## config.mk

```make
export PLATFORM = sky130hd
export DESIGN_NAME = multicycle_ctrl
export DESIGN_NICKNAME = d
export VERILOG_FILES = /design/src/rtl/ctrl_pkg.sv /design/src/rtl/imm_src_deco.sv /design/src/rtl/multicycle_ctrl.sv
export SDC_FILE = /design/constraint.sdc
export NUM_CORES = 1
export LEC_CHECK = 0
export ABC_CLOCK_PERIOD_IN_PS = 1700
export CAP_MARGIN = 20
export CORE_MARGIN = 2
export CORE_UTILIZATION = 25
export DETAILED_ROUTE_END_ITERATION = 12
export GPL_ROUTABILITY_DRIVEN = 0
export GPL_TIMING_DRIVEN = 0
export SLEW_MARGIN = 20
export SYNTH_ARGS = -nofsm -noshare
export SYNTH_HDL_FRONTEND = slang
export SYNTH_SLANG_ARGS = --single-unit
```

## constraint.sdc

```tcl
create_clock -name clk -period 1.7 [get_ports clk]
set_input_delay 0.34 -clock clk [delete_from_list [all_inputs] [get_ports clk]]
set_output_delay 0.34 -clock clk [all_outputs]
set_load 0.005 [all_outputs]
```

## src/rtl/ctrl_pkg.sv

```systemverilog
// Shared opcodes, FSM state encoding and datapath mux encodings for the multicycle controller.
package ctrl_pkg;

    localparam logic [6:0] OP_LW    = 7'd3;
    localparam logic [6:0] OP_SW    = 7'd35;
    localparam logic [6:0] OP_R     = 7'd51;
    localparam logic [6:0] OP_I     = 7'd19;
    localparam logic [6:0] OP_BEQ   = 7'd99;
    localparam logic [6:0] OP_JAL   = 7'd111;
    localparam logic [6:0] OP_LUI   = 7'd55;
    localparam logic [6:0] OP_AUIPC = 7'd23;

    typedef enum logic [3:0] {
        StFetch, StDecode, StMemAdr, StMemRead, StMemWb, StMemWrite,
        StExecR, StExecI, StExecU, StAluWb, StBeq, StJal, StTrap
    } state_t;

    localparam logic [1:0] RES_ALUOUT    = 2'b00;
    localparam logic [1:0] RES_MEMDATA   = 2'b01;
    localparam logic [1:0] RES_ALURESULT = 2'b10;

    localparam logic [1:0] SRCA_PC    = 2'b00;
    localparam logic [1:0] SRCA_OLDPC = 2'b01;
    localparam logic [1:0] SRCA_RS1   = 2'b10;
    localparam logic [1:0] SRCA_ZERO  = 2'b11;

    localparam logic [1:0] SRCB_RS2  = 2'b00;
    localparam logic [1:0] SRCB_IMM  = 2'b01;
    localparam logic [1:0] SRCB_FOUR = 2'b10;

    localparam logic [1:0] ALUOP_ADD   = 2'b00;
    localparam logic [1:0] ALUOP_SUB   = 2'b01;
    localparam logic [1:0] ALUOP_FUNCT = 2'b10;

    localparam logic [2:0] IMM_I = 3'b000;
    localparam logic [2:0] IMM_S = 3'b001;
    localparam logic [2:0] IMM_B = 3'b010;
    localparam logic [2:0] IMM_J = 3'b011;
    localparam logic [2:0] IMM_U = 3'b100;

endpackage

```

## src/rtl/imm_src_deco.sv

```systemverilog
// Opcode -> immediate format select, plus opcode legality (U-type gated by EN_UTYPE).
module imm_src_deco
    import ctrl_pkg::*;
#(
    parameter int unsigned EN_UTYPE = 1
) (
    input  logic [6:0] op,
    output logic [2:0] imm_src,
    output logic       legal
);

    always_comb begin
        imm_src = IMM_I;
        legal   = 1'b0;
        case (op)
            OP_LW, OP_I, OP_R: legal = 1'b1;
            OP_SW: begin
                imm_src = IMM_S;
                legal   = 1'b1;
            end
            OP_BEQ: begin
                imm_src = IMM_B;
                legal   = 1'b1;
            end
            OP_JAL: begin
                imm_src = IMM_J;
                legal   = 1'b1;
            end
            OP_LUI, OP_AUIPC: begin
                imm_src = IMM_U;
                legal   = (EN_UTYPE != 0);
            end
            default: ;
        endcase
    end

endmodule

```

## src/rtl/multicycle_ctrl.sv

```systemverilog
// Main control FSM for the multicycle RISC-V datapath, with memory-ready wait timeout,
// illegal-opcode trap and retired-instruction counter.
module multicycle_ctrl
    import ctrl_pkg::*;
#(
    parameter int unsigned EN_UTYPE = 1,
    parameter int unsigned WAIT_MAX = 0,
    parameter int unsigned CNT_W    = 32
) (
    input  logic             clk,
    input  logic             rst_n,
    input  logic [6:0]       op,
    input  logic             zero,
    input  logic             mem_ready,
    output logic             pcWrite,
    output logic             adrSrc,
    output logic             memWrite,
    output logic             irWrite,
    output logic [1:0]       resSrc,
    output logic [1:0]       aluSrcA,
    output logic [1:0]       aluSrcB,
    output logic [1:0]       aluOp,
    output logic [2:0]       immSrc,
    output logic             regWrite,
    output logic             trap,
    output logic [CNT_W-1:0] instret
);

    localparam int unsigned WaitW = (WAIT_MAX > 0) ? $clog2(WAIT_MAX + 1) : 1;

    state_t           state_q, state_d;
    logic [WaitW-1:0] wait_q, wait_d;
    logic [CNT_W-1:0] instret_q, instret_d;
    logic             legal, wait_state, timeout;
    logic             pc_update, branch, ir_write, mem_write, reg_write;

    imm_src_deco #(
        .EN_UTYPE(EN_UTYPE)
    ) u_imm_src_deco (
        .op     (op),
        .imm_src(immSrc),
        .legal  (legal)
    );

    assign wait_state = (state_q == StFetch) || (state_q == StMemRead) ||
                        (state_q == StMemWrite);
    assign timeout    = (WAIT_MAX != 0) && wait_state && (wait_q == WaitW'(WAIT_MAX));

    always_ff @(posedge clk) begin
        if (!rst_n) begin
            state_q   <= StFetch;
            wait_q    <= '0;
            instret_q <= '0;
        end else begin
            state_q   <= state_d;
            wait_q    <= wait_d;
            instret_q <= instret_d;
        end
    end

    always_comb begin
        state_d = state_q;
        unique case (state_q)
            StFetch: begin
                if (timeout)        state_d = StTrap;
                else if (mem_ready) state_d = StDecode;
            end
            StDecode: begin
                if (!legal) begin
                    state_d = StTrap;
                end else begin
                    case (op)
                        OP_LW, OP_SW: state_d = StMemAdr;
                        OP_R:         state_d = StExecR;
                        OP_I:         state_d = StExecI;
                        OP_BEQ:       state_d = StBeq;
                        OP_JAL:       state_d = StJal;
                        default:      state_d = StExecU;  // only legal lui/auipc remain
                    endcase
                end
            end
            StMemAdr: state_d = (op == OP_LW) ? StMemRead : StMemWrite;
            StMemRead: begin
                if (timeout)        state_d = StTrap;
                else if (mem_ready) state_d = StMemWb;
            end
            StMemWb: state_d = StFetch;
            StMemWrite: begin
                if (timeout)        state_d = StTrap;
                else if (mem_ready) state_d = StFetch;
            end
            StExecR, StExecI, StExecU: state_d = StAluWb;
            StAluWb, StBeq:            state_d = StFetch;
            StJal:                     state_d = StAluWb;
            StTrap:                    state_d = StTrap;
            default:                   state_d = StFetch;
        endcase
    end

    // Counter restarts on every state change so each wait state gets its own budget.
    always_comb begin
        wait_d    = wait_q;
        instret_d = instret_q;
        if (state_d != state_q) begin
            wait_d = '0;
        end else if ((WAIT_MAX != 0) && wait_state && !mem_ready && !timeout) begin
            wait_d = wait_q + WaitW'(1);
        end
        if ((state_d == StFetch) && ((state_q == StMemWb) || (state_q == StMemWrite) ||
                                     (state_q == StAluWb) || (state_q == StBeq))) begin
            instret_d = instret_q + CNT_W'(1);
        end
    end

    always_comb begin
        adrSrc    = 1'b0;
        resSrc    = RES_ALUOUT;
        aluSrcA   = SRCA_PC;
        aluSrcB   = SRCB_RS2;
        aluOp     = ALUOP_ADD;
        pc_update = 1'b0;
        branch    = 1'b0;
        ir_write  = 1'b0;
        mem_write = 1'b0;
        reg_write = 1'b0;
        trap      = 1'b0;
        unique case (state_q)
            StFetch: begin
                aluSrcB   = SRCB_FOUR;
                resSrc    = RES_ALURESULT;
                ir_write  = mem_ready && !timeout;
                pc_update = mem_ready && !timeout;
            end
            StDecode: begin
                aluSrcA = SRCA_OLDPC;
                aluSrcB = SRCB_IMM;
            end
            StMemAdr: begin
                aluSrcA = SRCA_RS1;
                aluSrcB = SRCB_IMM;
            end
            StMemRead: adrSrc = 1'b1;
            StMemWb: begin
                resSrc    = RES_MEMDATA;
                reg_write = 1'b1;
            end
            StMemWrite: begin
                adrSrc    = 1'b1;
                mem_write = !timeout;
            end
            StExecR: begin
                aluSrcA = SRCA_RS1;
                aluOp   = ALUOP_FUNCT;
            end
            StExecI: begin
                aluSrcA = SRCA_RS1;
                aluSrcB = SRCB_IMM;
                aluOp   = ALUOP_FUNCT;
            end
            StExecU: begin
                aluSrcA = (op == OP_LUI) ? SRCA_ZERO : SRCA_OLDPC;
                aluSrcB = SRCB_IMM;
            end
            StAluWb: reg_write = 1'b1;
            StBeq: begin
                aluSrcA = SRCA_RS1;
                aluOp   = ALUOP_SUB;
                branch  = 1'b1;
            end
            StJal: begin
                aluSrcA   = SRCA_OLDPC;
                aluSrcB   = SRCB_FOUR;
                pc_update = 1'b1;
            end
            StTrap: trap = 1'b1;
            default: ;
        endcase
        // Strobes are suppressed combinationally while reset is held.
        pcWrite  = rst_n && (pc_update || (branch && zero));
        irWrite  = rst_n && ir_write;
        memWrite = rst_n && mem_write;
        regWrite = rst_n && reg_write;
    end

    assign instret = instret_q;

endmodule

```

Yosys cells after proc, flatten, opt, wreduce, memory -nomap -nowiden
Index checks and enable logic that the tools add are counted.

operators by class
  add/subtract/negate cells = 1
  eq/ne operators = 20
  multiplexer cells = 21
  reduce and logical (&&, ||, !) cells = 23

operators with widths
  kind                     number
  $add A32 B1 Y32 const B  1
  $pmux W4 S7              1
  $eq A7 B6 Y1 const B     3
  $eq A4 B4 Y1 const B     5
  $pmux W4 S5              1
  $eq A4 B3 Y1 const B     4
  $mux W4                  4
  $eq A7 B5 Y1 const B     2
  $eq A7 B7 Y1 const B     2
  $reduce_or A2 Y1         7
  $pmux W2 S2              3
  $pmux W3 S4              1
  $reduce_or A4 Y1         3
  $eq A4 B2 Y1 const B     2
  $logic_not A4 Y1         2
  $reduce_or A8 Y1         1
  $eq A7 B2 Y1 const B     1
  $mux W1                  7
  $logic_and A1 B1 Y1      6
  $pmux W2 S3              1
  $eq A4 B1 Y1 const B     1
  $logic_or A1 B1 Y1       4
  $mux W3                  1
  $mux W2                  1
  $pmux W1 S2              1

word-level totals
  flip-flop bits (word level) = 36
  bits of input ports = 11
  output and inout port bits = 49
  word-level logic and storage cells = 67

Depth between registers and ports, before layout
  depth in word-level cells = 7
  gate-level depth with buffers = 7

Modules after synthesis
Synthesis repeated with hierarchy kept, for this count alone.

second synthesis, totals
  cell total of the unflattened synthesis = 287
  area, all modules = 2219.6 um^2

modules (own cells, without submodules)
  module           instances  cells an instance  area each (um^2)
  multicycle_ctrl  1          273                2132.0
  imm_src_deco     1          14                 87.6

Worst setup path before layout
No wires, ideal clock.

  kind = register -> register
  start = register state_q[3]
  end = register instret_q[28], in the netlist instret[28]
  arrival time = 1.758 ns
  data required time = 1.630 ns
  slack = -0.129 ns
  cell stages (with the launch flop) = 7
  buffers on the path = 2
  clock period less this slack = 1.829 ns
  cell sequence = dfxtp_1 buf_2 nor4b_4 o41ai_4 buf_6 or4_1 a21oi_1

on the way
  word-level cells in the longest chain between the ends = 5
  elaborated cells on any way between the ends = 23
  classes of those cells = 12 x eq/ne; 4 x mux; 7 x reduce/logical

ends and longest elaborated chain
  item                                                              RTL line                                        text
  start: declaration                                                multicycle_ctrl.sv:31                           state_t state_q, state_d;
  start signal: assignment                                          multicycle_ctrl.sv:51                           state_q <= StFetch;
  start signal: assignment                                          multicycle_ctrl.sv:55                           state_q <= state_d;
  $eq A4 B4 Y1 (tied with other cells)                              multicycle_ctrl.sv:63                           unique case (state_q)
  $reduce_or A4 Y1 (no line) or $logic_or A1 B1 Y1 (tied branches)  -
  $pmux W4 S7 or $logic_or A1 B1 Y1 (tied branches)                 multicycle_ctrl.sv:63, multicycle_ctrl.sv:109
  $logic_not A4 Y1 or $logic_or A1 B1 Y1 (tied branches)            multicycle_ctrl.sv:109, multicycle_ctrl.sv:110
  $logic_and A1 B1 Y1 *                                             multicycle_ctrl.sv:109                          if ((state_d == StFetch) && ((state_q == StMemWb) || (state_q == StMemWrite) ||
  end signal: assignment                                            multicycle_ctrl.sv:57                           instret_q <= instret_d;
  end: declaration                                                  multicycle_ctrl.sv:33                           logic [CNT_W-1:0] instret_q, instret_d;

Mark *: on every way between the ends. The rest lies on a longest branch, timed or not.
A chain may end at the register's enable or synchronous reset.

Worst setup path after layout
  start = register state_q[0]
  end = output port aluSrcB[0]

on the way
  word-level cells in the longest chain between the ends = 3
  elaborated cells on any way between the ends = 9
  classes of those cells = 5 x eq/ne; 1 x mux; 3 x reduce/logical

ends and longest elaborated chain
  item                                                            RTL line                text
  $eq A4 B3 Y1 (tied with other cells)                            multicycle_ctrl.sv:127  unique case (state_q)
  $reduce_or A4 Y1 (no line) or $reduce_or A2 Y1 (tied branches)  -
  $pmux W2 S2 *                                                   multicycle_ctrl.sv:127
  end: declaration                                                multicycle_ctrl.sv:21   output logic [1:0] aluSrcB,

Marked as above.

==> results.cfg <==
[status]
status = finished, violations left
failed_checks = setup timing

[sta]
finalSetupTns_ns = -3.56
finalSetupViolations = 35
maxSlewHeadroom = 0.556
worst_pin_slew_ns = 0.666
finalCriticalPeriod_ns = 1.89
drv_slew = 0
fmax_mhz = 528
finalClockSkew_ns = 0.00606
hold_viol_final = 0
finalCritPeriodShare = 1.11
setup_slack_ns = -0.193
rsz0062_at_grt = yes

[final_layout]
final_util = 0.438
finalInstanceArea_um2 = 3990
antenna_cells = 0
drive_gt1_frac = 0.458
final_cells = 504
nets = 405
area_growth_pct = 72.5

[worst_setup_path]
crit_required_ns = 1.36
crit_path_max_fanout = 7
worstPathArrival_ns = 1.55
reg2reg_slack_ns = -0.15
endpoint_kind = output port
path_class = register to output port
worst_setup_path_start_kind = register

[route]
firstDrtPassIters = 4
wire_per_inst_um = 15.9
drc_errors = 0
drtAntennaViolNets = 0
via_per_inst = 5.39
vias = 2715
drt_iter0_drc = 68
drt-total-wl_um = 8010

[placed_design]
place_inst = 459
placed_cell_area_um2 = 3090
dp_hpwl_um = 5090
place_ws_ns = -1.06
port_buffers = 58

[clocking]
htreeDepth = 2
cts_made_buffers = 5
clk_pin_slew_worst_paths_ns = 0.07
clkSinkCount = 36
clkLatencyLatePin_ns = 0.29
cts_tree = done
cts_buffer_depth = 2
root_buffer = clkbuf_8

[grt]
grt_pass1_vias = 2718
grt_max_degree = 11
grt-ovfl-total = 0
grtUsageTotal = 0.158
grt_pass1_wl_um = 13000
antenna_found_initial = 0

[floorplan]
die_w_um = 100
io_pins = 60
core-area_um2 = 9110
row_count = 35
initial_utilization = 0.254
die_h_um = 100
die_area_um2 = 10000

[synthesis]
ys.flop_type = dfxtp_1
synth_area_um2 = 2310
syn_avg_cell_area_um2 = 7.98
synth_warnings = 0
ys_seq_elements = 36
synth_cells = 290
synth_seq_area_share = 0.312
synth-edff-count = 0
synthesis.nets = 302
synthArstFlopShare = 0
synth.distinct_cells = 45

[pwr]
irDropWorstVdd_uv = 339
p_leak_nw = 1.50
p_per_area_nw_per_um2 = 532

[worst_hold_path]
hold_path.class = input port to register

[run]
maxCapViolCount = 0
## through the flow
stage                     hold WS, ns  power [mW]
after floorplan                 0.459        1.11
after global placement          0.462        1.27
after detailed placement        0.467        1.28
after CTS                       0.426        2.09
after global routing            0.475        2.22
final                           0.435        2.12
## synth_stat cells, types with 4 or more instances
master,instances,share of area
a211oi_1,4,0.013
a21oi_1,31,0.067
and3_1,8,0.022
and4_1,7,0.027
buf_2,4,0.0087
clkbuf_1,11,0.018
dfxtp_1,36,0.31
inv_1,11,0.018
mux2i_1,7,0.030
nand2_1,23,0.037
nand2b_1,10,0.027
nand3_1,11,0.024
nand4_1,11,0.030
nor2_1,15,0.024
nor2b_1,4,0.011
nor3_1,4,0.0087
nor4_1,6,0.016
o21ai_0,9,0.019
o31ai_1,15,0.049
or3_1,9,0.024
or4_1,14,0.045
## worst paths after layout
check	startpoint	to	cells past startpoint
hold / removal	op[4]	state_q[0]	3
setup reg to reg	state_q[1]	instret[16]	6
hold reg to reg	instret[31]	instret[31]	2
setup / recovery	state_q[0]	aluSrcB[0]	7
## sequential cells by signal (all words and copies together), names as in the netlist
register / flops
state_q: 4
instret: 32
## report_power, final
part           internal [mW]  switching [mW]  total, mW
logic                  0.294           0.283      0.577
registers              0.859          0.0266      0.885
clock network          0.361           0.301      0.662
## area by class of cell
cell class / instances / area (um2)
clock buffer: 7 / 96.3
multi-input combinational: 222 / 1890
inverter: 11 / 43.8
fill: 898 / 5120
tap: 111 / 139
sequential: 36 / 754
timing repair buffer: 98 / 852
buffer: 19 / 211
## cell usage in the layout (no fill, tap or decap), types with 11 or more instances in the layout
cell type / n
clkdlybuf4s50_1: 33
buf_4: 30
a21oi_1: 23
nand2_1: 18
dfxtp_2: 18
buf_2: 15
dfxtp_1: 15
buf_6: 14
nor2_1: 12
nand3_1: 11
nand4_1: 11
## metal layers
layer | part of all wire | GRT usage
met5 | 0 | 0
met4 | 0.013 | 0.0464
met3 | 0.034 | 0.0272
met2 | 0.50 | 0.276
met1 | 0.45 | 0.199
## critical path: stages (launching register included)
cell and delay, ns:
dfxtp_4 0.37, buf_6 0.12, buf_6 0.11, clkbuf_16 0.15, nor3_4 0.17, a21oi_1 0.06, o32ai_1 0.12, buf_2 0.16
## timing repair
item / 4_1_cts / 5_1_grt
buffers inserted: 25 / 10
endpoints found under the setup margin: 51 / 47
pin swaps: 24 / 35
endpoints found under the hold margin: 0 / 0
gates resized for setup: 168 / 77
hold buffers: 0 / 0
cloned: 4 / 1
## kinds of logic after synthesis
logic type	after synthesis	synth area share
xor+xnor	4	0.0151
mux	7	0.0303
simple gates	134	0.352
compound gates	76	0.226
flops	36	0.312
buf+inv	32	0.0606
fa+ha+maj	1	0.00541
No activity file was read; power rests on OpenSTA's default activity.
